===== src/rtl/sample_generator_pkg.sv =====
// Shared encodings and PRBS15 constants for the sample_generator capture source.
package sample_generator_pkg;

    typedef enum logic [1:0] {
        MODE_ADC   = 2'd0,
        MODE_RAMP  = 2'd1,
        MODE_PRBS  = 2'd2,
        MODE_CONST = 2'd3
    } mode_e;

    typedef enum logic [1:0] {
        ST_IDLE  = 2'd0,
        ST_PRIME = 2'd1,
        ST_RUN   = 2'd2
    } state_e;

    localparam int unsigned PRBS15_WIDTH  = 15;
    localparam logic [14:0] PRBS15_SEED   = '1;
    localparam int unsigned PRBS15_TAP_HI = 14;
    localparam int unsigned PRBS15_TAP_LO = 13;

endpackage


===== src/rtl/prbs15_lfsr.sv =====
// PRBS15 (x^15+x^14+1) Fibonacci LFSR; load reseeds and takes priority over advance.
module prbs15_lfsr
    import sample_generator_pkg::*;
(
    input  logic        clock,
    input  logic        nReset,
    input  logic        load,
    input  logic        advance,
    output logic [14:0] state
);

    logic [14:0] state_q;
    logic [14:0] state_d;

    always_comb begin
        state_d = state_q;
        if (load) begin
            state_d = PRBS15_SEED;
        end else if (advance) begin
            state_d = {state_q[13:0], state_q[PRBS15_TAP_HI] ^ state_q[PRBS15_TAP_LO]};
        end
    end

    always_ff @(posedge clock or negedge nReset) begin
        if (!nReset) begin
            state_q <= PRBS15_SEED;
        end else begin
            state_q <= state_d;
        end
    end

    assign state = state_q;

endmodule


===== src/rtl/sample_generator.sv =====
// Capture-path sample source: live ADC, ramp, PRBS15 or constant, with run handshake
// and saturating ADC clip counters.
module sample_generator
    import sample_generator_pkg::*;
#(
    parameter int unsigned DATA_WIDTH = 10,
    parameter int unsigned RAMP_MAX   = (1 << DATA_WIDTH) - 1,
    parameter int unsigned CLIP_WIDTH = 16
) (
    input  logic                  clock,
    input  logic                  nReset,
    input  logic [DATA_WIDTH-1:0] adc_databus,
    input  logic                  enable,
    input  logic [1:0]            mode,
    input  logic [DATA_WIDTH-1:0] constValue,
    input  logic                  clearCounters,
    output logic [DATA_WIDTH-1:0] dataOut,
    output logic                  dataValid,
    output logic [CLIP_WIDTH-1:0] clipLowCount,
    output logic [CLIP_WIDTH-1:0] clipHighCount
);

    if (DATA_WIDTH < 1 || DATA_WIDTH > 15) begin : g_bad_data_width
        $error("sample_generator: DATA_WIDTH must be 1..15");
    end
    if (RAMP_MAX > (1 << DATA_WIDTH) - 1) begin : g_bad_ramp_max
        $error("sample_generator: RAMP_MAX exceeds 2**DATA_WIDTH-1");
    end
    if (CLIP_WIDTH < 1) begin : g_bad_clip_width
        $error("sample_generator: CLIP_WIDTH must be at least 1");
    end

    localparam logic [DATA_WIDTH-1:0] RAMP_LAST = DATA_WIDTH'(RAMP_MAX);

    state_e                state_q, state_d;
    mode_e                 mode_q, mode_d;
    logic [DATA_WIDTH-1:0] adc_q;
    logic [DATA_WIDTH-1:0] ramp_q, ramp_d;
    logic [DATA_WIDTH-1:0] data_q, data_d;
    logic                  valid_q, valid_d;
    logic [CLIP_WIDTH-1:0] clip_lo_q, clip_lo_d;
    logic [CLIP_WIDTH-1:0] clip_hi_q, clip_hi_d;
    logic                  word_en;
    logic                  lfsr_load;
    logic                  lfsr_advance;
    logic [14:0]           lfsr_state;

    prbs15_lfsr u_prbs15_lfsr (
        .clock   (clock),
        .nReset  (nReset),
        .load    (lfsr_load),
        .advance (lfsr_advance),
        .state   (lfsr_state)
    );

    // A word is produced on every edge that leaves the FSM in RUN, including PRIME->RUN.
    always_comb begin
        state_d      = state_q;
        mode_d       = mode_q;
        ramp_d       = ramp_q;
        data_d       = data_q;
        valid_d      = 1'b0;
        word_en      = 1'b0;
        lfsr_load    = 1'b0;
        lfsr_advance = 1'b0;

        case (state_q)
            ST_IDLE: begin
                if (enable) begin
                    state_d   = ST_PRIME;
                    mode_d    = mode_e'(mode);
                    ramp_d    = '0;
                    lfsr_load = 1'b1;
                end
            end
            ST_PRIME: begin
                if (enable) begin
                    state_d = ST_RUN;
                    word_en = 1'b1;
                end else begin
                    state_d = ST_IDLE;
                end
            end
            ST_RUN: begin
                if (enable) begin
                    word_en = 1'b1;
                end else begin
                    state_d = ST_IDLE;
                end
            end
            default: state_d = ST_IDLE;
        endcase

        if (word_en) begin
            valid_d = 1'b1;
            case (mode_q)
                MODE_ADC:   data_d = adc_q;
                MODE_RAMP: begin
                    data_d = ramp_q;
                    ramp_d = (ramp_q == RAMP_LAST) ? '0 : ramp_q + 1'b1;
                end
                MODE_PRBS: begin
                    data_d       = lfsr_state[DATA_WIDTH-1:0];
                    lfsr_advance = 1'b1;
                end
                MODE_CONST: data_d = constValue;
                default:    data_d = data_q;
            endcase
        end
    end

    always_comb begin
        clip_lo_d = clip_lo_q;
        clip_hi_d = clip_hi_q;
        if (clearCounters) begin
            clip_lo_d = '0;
            clip_hi_d = '0;
        end else if (state_q != ST_IDLE) begin
            if (adc_q == '0 && clip_lo_q != '1) begin
                clip_lo_d = clip_lo_q + 1'b1;
            end
            if (adc_q == '1 && clip_hi_q != '1) begin
                clip_hi_d = clip_hi_q + 1'b1;
            end
        end
    end

    always_ff @(posedge clock or negedge nReset) begin
        if (!nReset) begin
            state_q   <= ST_IDLE;
            mode_q    <= MODE_ADC;
            adc_q     <= '0;
            ramp_q    <= '0;
            data_q    <= '0;
            valid_q   <= 1'b0;
            clip_lo_q <= '0;
            clip_hi_q <= '0;
        end else begin
            state_q   <= state_d;
            mode_q    <= mode_d;
            adc_q     <= adc_databus;
            ramp_q    <= ramp_d;
            data_q    <= data_d;
            valid_q   <= valid_d;
            clip_lo_q <= clip_lo_d;
            clip_hi_q <= clip_hi_d;
        end
    end

    assign dataOut       = data_q;
    assign dataValid     = valid_q;
    assign clipLowCount  = clip_lo_q;
    assign clipHighCount = clip_hi_q;

endmodule


===== config.mk =====
export PLATFORM = sky130hd
export DESIGN_NAME = sample_generator
export DESIGN_NICKNAME = d
export VERILOG_FILES = /design/src/rtl/sample_generator_pkg.sv /design/src/rtl/prbs15_lfsr.sv /design/src/rtl/sample_generator.sv
export SDC_FILE = /design/constraint.sdc
export NUM_CORES = 1
export LEC_CHECK = 0
export CORE_UTILIZATION = 45
export DETAILED_ROUTE_END_ITERATION = 6
export PLACE_DENSITY_LB_ADDON = 0.2
export REMOVE_ABC_BUFFERS = 1
export SYNTH_ARGS = -nofsm -noshare
export SYNTH_HDL_FRONTEND = slang
export SYNTH_SLANG_ARGS = --single-unit

===== constraint.sdc =====
create_clock -name clock -period 2.7 [get_ports clock]
set_input_delay 0.405 -clock clock [delete_from_list [all_inputs] [get_ports clock]]
set_output_delay 0.405 -clock clock [all_outputs]
set_load 0.005 [all_outputs]

==> results.json, run 1 <==
{
  "status": "complete, but fails checks",
  "violations": "DRC",
  "fillCellCount": 770,
  "rsz0062_at_grt": "no",
  "first_global_vias": 3165,
  "initial_core_util_pct": 46.9,
  "slew_headroom_pct": 57.3,
  "grt_pass1_wl_um": 15400,
  "setup_violations": 0,
  "reg2reg_slack_ns": 0.41,
  "path_class": "reg -> reg",
  "finalCriticalPeriod_ns": 2.29,
  "critPathMaxFanout": 8,
  "cts.sinks": 82,
  "synth-edff-count": 0,
  "netlist_instances": 393,
  "port_buffers": 68,
  "drive_gt1_share_pct": 16.3,
  "met1Wirelength_um": 4120,
  "cp-start-kind": "flop",
  "area.sequential_um2": 2070,
  "htreeDepth": 3,
  "synth-async-reset-ratio_pct": 100,
  "max-cap-violations": 0,
  "slew_violations": 0,
  "die_area_um2": 9570,
  "overflow": 0,
  "met3_wirelength_um": 378,
  "wl_met2_um": 4450,
  "yosysSeqAreaShare_pct": 50.1,
  "synth_area_um2": 4130,
  "finalWeightedCongestion": 0.814,
  "die_width_um": 97.8,
  "postCtsSetupRepairBufs": 0,
  "antenna_found_initial": 0,
  "synth_compound_area_share_pct": 4.88,
  "hpwl_um": 6520,
  "cts_resized": 0,
  "placed_cells": 563,
  "vias": 3205,
  "synth_top_family_by_area": "simple AND/OR/NAND/NOR gates",
  "layout.nets": 499,
  "clkLatencyLatePin_ns": 0.35,
  "worst_pin_slew_ns": 0.639,
  "synth_cell_types": 48,
  "ys_top_cells_by_area": "dfrtp_1 (41%), dfstp_2 (9.5%), mux4_2 (5.5%), nand2_1 (4.5%), xnor2_1 (4.0%)",
  "powerDensity_nw_per_um2": 731,
  "core_area_um2": 8810,
  "num_antenna_cells": 0,
  "viasPerCell": 5.54,
  "cts-root-buf": "clkbuf_8",
  "first_pass_iters": 7,
  "syn2layout_area_growth_pct": 25.3,
  "num_rows": 34,
  "top_layer_used": "met4",
  "multi_input_area_um2": 1930,
  "cts.path.max_buffers": 2,
  "fin_tns_setup_ns": 0,
  "hold_viol_final": 0,
  "cp-end-kind": "flop",
  "critPathSlowestCell": "or3_1",
  "p_leak_nw": 2.09,
  "syn_avg_cell_area_um2": 10.5,
  "fin_skew_ns": 0.0177,
  "die_y_um": 97.8,
  "synthXorXnorAreaFrac_pct": 5.30,
  "synth_ff_type": "dfrtp_1",
  "wl_per_cell_um": 15.6,
  "instances_no_fill": 579,
  "track_usage_pct": 20.4,
  "cp_cell_sequence": "inv_1 -> ha_1 -> nand4b_1 -> or3_1 -> nor2_4 -> nand4_1 -> mux2_4",
  "ys_ff_latch": 82,
  "grt_max_degree": 83,
  "drtIter0Drc": 107,
  "muxShareOfSynthArea_pct": 10.4,
  "path_clk_slew_ns": 0.10,
  "holdBufCountCts": 0,
  "vdd_drop_max_mv": 0.457,
  "cts_inserted_buffers": 9,
  "critPathRequiredTime_ns": 2.95,
  "ant_nets": 0,
  "ios": 69,
  "post-route-util_pct": 58.8,
  "slowest_delay_ns": 0.56,
  "synth_top_area_cell": "dfrtp_1",
  "fmaxAchievable_ghz": 0.437,
  "drcViolationCount": 12,
  "synth_top_area_share_pct": 40.6,
  "yosys.area_share.adder_pct": 2.12,
  "finalWirelength_um": 9030,
  "total_power_mw": 3.79,
  "min_period_over_period_pct": 84.7,
  "worst_hold_path_type": "in -> async",
  "crit_arrival_ns": 2.54,
  "synth-simple-area-share_pct": 24.1,
  "cts_tree": "done",
  "yosys_warnings": 0
}
==> cells by family (layout without fill, tap and decap cells) <==
| logic type | Yosys count | count (layout) |
|---|---|---|
| XOR/XNOR | 25 | 25 |
| AND/OR/NAND/NOR | 188 | 188 |
| buffers and inverters | 29 | 107 |
| AO/OA/AOI/OAI | 34 | 34 |
| multiplexers | 28 | 28 |
| adder cells (fa/ha/maj) | 7 | 7 |
| flip-flops | 82 | 82 |
==> cells in the mapped netlist, types with 8 or more instances <==
cell type  number
dfrtp_1        67
o21ai_0        15
a21oi_1         8
clkbuf_1        8
inv_1          10
nor2_1         37
nand4_1        14
nand2_1        50
nand3_1        31
mux4_2         10
nor3_1         12
xnor2_1        19
dfstp_2        15
mux2_2         14
==> critical path: cells and delay by family, from the launching register on <==
family	cells	cell delay, ns
DFF	1	0.39
buffers and inverters	1	0.10
and+or+nand+nor	4	1.16
adders and majority gates	1	0.23
muxes	1	0.32
==> sequential cells by signal (all words and copies together) (netlist names), 2 cells and up <==
signal	count
clipHighCount	16
dataOut	10
mode_q	2
ramp_q	10
state_q	2
clipLowCount	16
adc_q	10
u_prbs15_lfsr.state	15
==> cell usage in the layout (no fill, tap or decap), types with 12 or more instances in the layout <==
| cell | count |
|---|---|
| nand2_1 | 50 |
| buf_4 | 13 |
| xnor2_1 | 19 |
| clkdlybuf4s50_1 | 67 |
| mux2_2 | 14 |
| dfstp_2 | 15 |
| dfrtp_1 | 67 |
| nand4_1 | 14 |
| o21ai_0 | 15 |
| nor3_1 | 12 |
| nor2_1 | 37 |
| nand3_1 | 31 |
==> where the power goes <==
part / leakage (nW) / switching [mW] / internal, mW
clock: 0.109 / 0.459 / 0.488
sequential: 1.04 / 0.161 / 1.51
combinational: 0.937 / 0.509 / 0.657
total: 2.09 / 1.13 / 2.66
==> metrics by stage <==
step / setup slack (ns) / cell area [um^2] / hold WS [ns]
after global routing: 0.167 / 5180 / 0.0922
after global placement: 0.510 / 4960 / 0.470
final: 0.413 / 5180 / 0.0502
after CTS: 0.395 / 5180 / 0.0758
after detailed placement: 0.400 / 4960 / 0.469
after floorplan: 0.378 / 4040 / 0.109
==> layout make-up <==
cell class / instances / area share [%]
clock buffer: 11 / 2.95
inverter: 10 / 0.725
tap: 108 / 2.61
timing repair buffer: 81 / 15.2
clock inverter: 5 / 1.14
sequential: 82 / 40.0
multi-input combinational: 282 / 37.3
==> path summary, 6_finish.rpt <==
kind | startpoint | endpoint | cells past startpoint
max | state_q[1] | clipHighCount[11] | 7
min | nReset | clipLowCount[10] | 2
max reg2reg | state_q[1] | clipHighCount[11] | 7
min reg2reg | u_prbs15_lfsr.state[12] | u_prbs15_lfsr.state[13] | 2
max in group asynchronous | nReset | u_prbs15_lfsr.state[8] | 2
min in group clock | u_prbs15_lfsr.state[12] | u_prbs15_lfsr.state[13] | 2
==> layer usage <==
layer  vias up  track usage [%]
met3         8             4.37
met2        74             33.4
li1       1541                -
met5         -                0
met4         0             7.58
met1      1582             26.8
No activity file was read; power rests on OpenSTA's default activity.
==> inputs of run 2 (changes only) <==
==> constraint.sdc (replaced) <==
create_clock -name clock -period 2.2 [get_ports clock]
set_input_delay 0.33 -clock clock [delete_from_list [all_inputs] [get_ports clock]]
set_output_delay 0.33 -clock clock [all_outputs]
set_load 0.005 [all_outputs]
==> run 2 against run 1 <==
The flow still finishes with violations (DRC). Power rose by 23%. Global-route usage rose by 0.52 points. Register-to-register slack got worse by 0.33 ns. Combinational power rose by 27%. Critical path type unchanged. Largest cell class unchanged. Highest routed layer unchanged.
==> results.json, run 2 (same netlist as run 1, synthesis figures left out) <==
{
  "path_class": "reg -> reg",
  "cp-end-kind": "flop",
  "worst_pin_slew_ns": 0.486,
  "hpwl_um": 6690,
  "cts.path.max_buffers": 2,
  "grt_max_degree": 47,
  "powerDensity_nw_per_um2": 889,
  "min_path_cells": 1,
  "drive_gt1_share_pct": 18.0,
  "min_period_over_period_pct": 96.1,
  "instances_no_fill": 587,
  "drtIter0Drc": 138,
  "hold_viol_final": 0,
  "first_global_vias": 3201,
  "p_leak_nw": 2.12,
  "die_area_um2": 9570,
  "worst-r2r-cell-count": 5,
  "setup_violations": 0,
  "wl_per_cell_um": 15.9,
  "port_buffers": 68,
  "status": "complete, but fails checks",
  "finalCriticalPeriod_ns": 2.11,
  "ant_nets": 0,
  "die_width_um": 97.8,
  "finalWirelength_um": 9320,
  "vias": 3250,
  "first_pass_iters": 7,
  "critPathMaxFanout": 3,
  "track_usage_pct": 20.9,
  "core_area_um2": 8810,
  "vdd_drop_max_mv": 0.596,
  "fin_skew_ns": 0.0119,
  "mostFrequentLayoutCells": "dfrtp_1 (67), clkdlybuf4s50_1 (67), nand2_1 (50)",
  "grt_pass1_wl_um": 15700,
  "worstHoldEndpoint": "adc_q[5]",
  "cp_cell_sequence": "nor4_1 -> nand3_1 -> or4_1 -> nor4_2 -> mux2_1",
  "r2r_start": "adc_q[0]",
  "crit_arrival_ns": 2.34,
  "hold_ws_ns": 0.413,
  "syn2layout_area_growth_pct": 27.1,
  "cp-start-kind": "flop",
  "die_y_um": 97.8,
  "placed_cells": 569,
  "htreeDepth": 3,
  "cts_tree": "done",
  "regToRegEndpoint": "clipLowCount[13]",
  "path_clk_slew_ns": 0.09,
  "cts_inserted_buffers": 9,
  "slew_headroom_pct": 67.6,
  "overflow": 0,
  "cts.sinks": 82,
  "initial_core_util_pct": 46.9,
  "fmaxAchievable_ghz": 0.473,
  "layout.nets": 507,
  "violations": "DRC",
  "viasPerCell": 5.54,
  "num_rows": 34,
  "finalWeightedCongestion": 0.816,
  "clkLatencyLatePin_ns": 0.35,
  "drcViolationCount": 12,
  "num_antenna_cells": 0,
  "reg2reg_slack_ns": 0.09,
  "max-cap-violations": 0,
  "min-delay-start": "adc_databus[5]",
  "cts-root-buf": "clkbuf_8",
  "critPathSlowestCell": "or4_1",
  "worst_hold_path_type": "in -> reg",
  "slowest_delay_ns": 0.44,
  "antenna_found_initial": 0,
  "critPathRequiredTime_ns": 2.43,
  "slew_violations": 0,
  "ios": 69
}
==> run 2: layout make-up <==
cell class                 instances  area [um^2]
tap                              108          135
fill                             746         3550
clock buffer                      11          141
multi-input combinational        282         1950
inverter                          10         37.5
sequential                        82         2070
clock inverter                     5         63.8
timing repair buffer              89          851
==> run 2: through the flow <==
step / power, mW / setup slack (ns) / utilization [%] / setup TNS, ns / cell area [um^2]
floorplan: 2.91 / -0.122 / - / -0.122 / 4040
global placement: 3.51 / 0.0415 / 56.9 / 0 / 5010
detailed placement: 3.55 / -0.0966 / 56.9 / -0.0991 / 5010
CTS: 4.72 / 0.0110 / 59.5 / 0 / 5240
global route: 4.96 / -0.000498 / 59.6 / -0.000498 / 5250
finish: 4.67 / 0.0850 / 59.6 / 0 / 5250
==> run 2: worst max path at each step <==
stage	from	end	slack (ns)	cells after the start
finish	adc_q[0]	clipLowCount[13]	0.09	5
global route	state_q[0]	clipLowCount[13]	-0.0005	7
CTS	state_q[1]	clipLowCount[13]	0.01	7
detailed placement	state_q[1]	clipLowCount[13]	-0.1	7
global placement	state_q[1]	clipLowCount[13]	0.04	7
floorplan	state_q[1]	clipLowCount[13]	-0.12	7
==> run 2: critical path, delay by kind of cell (launching register included) <==
family	cells	cell delay, ns
DFF	1	0.43
and+or+nand+nor	4	1.20
muxes	1	0.36
==> run 2: what timing repair did <==
action | in CTS | in global routing
hold endpoints to repair | 36 | 0
endpoints found under the setup margin | 2 | 8
hold buffers | 1 | 0
buffers inserted | 1 | 0
gates resized for setup | 1 | 2
pin swaps | 0 | 1
==> run 2: where the power goes <==
group | switching [mW] | internal [mW]
clock | 0.571 | 0.562
combinational | 0.652 | 0.839
sequential | 0.191 | 1.85
==> run 2: routing by layer <==
metal,track usage [%],part of all wire [%]
met5,0,0
met4,6.06,0.77
met3,2.86,3.8
met2,34.8,50
met1,28.8,46
==> inputs of run 3 (changes only) <==
--- a/config.mk
+++ b/config.mk
@@ -9,6 +9,7 @@
 export DETAILED_ROUTE_END_ITERATION = 6
 export PLACE_DENSITY_LB_ADDON = 0.2
 export REMOVE_ABC_BUFFERS = 1
+export SKIP_CTS_REPAIR_TIMING = 1
 export SYNTH_ARGS = -nofsm -noshare
 export SYNTH_HDL_FRONTEND = slang
 export SYNTH_SLANG_ARGS = --single-unit
==> constraint.sdc (replaced) <==
create_clock -name clock -period 2.14 [get_ports clock]
set_input_delay 0.321 -clock clock [delete_from_list [all_inputs] [get_ports clock]]
set_output_delay 0.321 -clock clock [all_outputs]
set_load 0.005 [all_outputs]
==> run 3 against run 2 <==
The flow finishes with violations (DRC, hold timing). Hold slack worse by 0.44 ns. Sequential power up 2%. Critical path depth unchanged. Die area unchanged. Wire length up 0.90%. Combinational power up 7%. Maximum frequency up 1.1%. Critical endpoint unchanged. Largest cell class unchanged. Highest routed layer unchanged.
==> results.json, run 3 (same netlist as run 1, synthesis figures left out) <==
{
  "fmaxAchievable_ghz": 0.478,
  "cp_cell_sequence": "nor4_2 -> nand3_1 -> or4_4 -> nor4_4 -> mux2_4",
  "finalWeightedCongestion": 0.817,
  "slowest_delay_ns": 0.45,
  "finalWirelength_um": 9410,
  "worst-r2r-cell-count": 5,
  "mostFrequentLayoutCells": "dfrtp_1 (67), clkdlybuf4s50_1 (67), nand2_1 (50)",
  "powerDensity_nw_per_um2": 903,
  "die_width_um": 97.8,
  "critPathMaxFanout": 3,
  "cp-end-kind": "flop",
  "initial_core_util_pct": 46.9,
  "core_area_um2": 8810,
  "cts.sinks": 82,
  "htreeDepth": 3,
  "layout.nets": 511,
  "clkLatencyLatePin_ns": 0.35,
  "overflow": 0,
  "slew_headroom_pct": 59.5,
  "p_leak_nw": 2.14,
  "finalCriticalPeriod_ns": 2.09,
  "cp-endpoint": "clipLowCount[13]",
  "min_period_over_period_pct": 97.7,
  "path_clk_slew_ns": 0.09,
  "post-route-util_pct": 60.2,
  "fin_skew_ns": 0.0148,
  "max-cap-violations": 0,
  "vdd_drop_max_mv": 0.622,
  "track_usage_pct": 21.0,
  "grt_max_degree": 46,
  "setup_violations": 0,
  "startpoint": "adc_q[0]",
  "first_global_vias": 3285,
  "drtIter0Drc": 119,
  "fin_tns_setup_ns": 0,
  "port_buffers": 68,
  "cts.path.max_buffers": 2,
  "cp-start-kind": "flop",
  "hold_viol_final": 23,
  "status": "complete, but fails checks",
  "path_class": "reg -> reg",
  "ant_nets": 0,
  "regToRegEndpoint": "clipLowCount[13]",
  "wl_per_cell_um": 15.9,
  "hold_ws_ns": -0.0301,
  "crit_arrival_ns": 2.32,
  "hpwl_um": 7000,
  "total_power_mw": 4.78,
  "slew_violations": 0,
  "antenna_found_initial": 0,
  "cts-root-buf": "clkbuf_8",
  "rsz0062_at_grt": "yes",
  "first_pass_iters": 6,
  "worst_pin_slew_ns": 0.605,
  "grt_pass1_wl_um": 16000,
  "die_area_um2": 9570,
  "cts_inserted_buffers": 9,
  "num_rows": 34,
  "r2r_start": "adc_q[0]",
  "critPathSlowestCell": "dfrtp_1",
  "syn2layout_area_growth_pct": 28.2,
  "viasPerCell": 5.56,
  "reg2reg_slack_ns": 0.05,
  "num_antenna_cells": 0,
  "vias": 3287,
  "die_y_um": 97.8,
  "cts_tree": "done",
  "worst_hold_path_type": "in -> async",
  "critPathRequiredTime_ns": 2.37,
  "violations": "DRC, hold timing",
  "drcViolationCount": 11,
  "ios": 69,
  "drive_gt1_share_pct": 19.9
}
## run 3: worst max-delay path: cells and delay by family (launching register included)
kind	cells	cell delay, ns
flops	1	0.45
mux	1	0.32
simple gates	4	1.19
## run 3: layer usage
| layer | track usage [%] | up-vias | wire length, um |
|---|---|---|---|
| li1 | - | 1559 | - |
| met4 | 5.71 | 0 | 120 |
| met1 | 27.5 | 1637 | 4210 |
| met5 | 0 | - | 0 |
| met3 | 3.44 | 14 | 344 |
| met2 | 36.4 | 77 | 4730 |
## run 3: cell type report
class	instances	area, um^2
clock inverter	5	56.3
multi-input combinational	282	1990
clock buffer	11	131
sequential	82	2070
timing repair buffer	93	878
inverter	10	37.5
fill	729	3510
tap	108	135
## run 3: where the power goes
part	leakage, nW	switching [mW]	total (mW)	internal (mW)
sequential	1.04	0.184	2.09	1.91
combinational	1.00	0.694	1.59	0.894
clock	0.0933	0.565	1.10	0.539
total	2.14	1.44	4.78	3.34
## run 3: worst min-delay path by stage
stage / end / slack, ns / depth (start not counted)
global route: clipLowCount[10] / -0.00009 / 1
finish: clipLowCount[10] / -0.03 / 1
floorplan: adc_q[0] / 0.03 / 0
CTS: clipLowCount[10] / -0.003 / 1
detailed placement: clipLowCount[10] / 0.37 / 1
global placement: clipLowCount[10] / 0.37 / 1
## run 3: through the flow
step | setup WS, ns | instance area, um^2 | std cells | hold WS, ns
after floorplan | -0.182 | 4040 | 374 | 0.0254
after global placement | 0.0264 | 5050 | 575 | 0.371
after detailed placement | -0.0931 | 5050 | 575 | 0.375
after CTS | -0.126 | 5240 | 591 | -0.00299
after global routing | -0.0486 | 5300 | 591 | -0.0000857
final | 0.0488 | 5300 | 591 | -0.0301
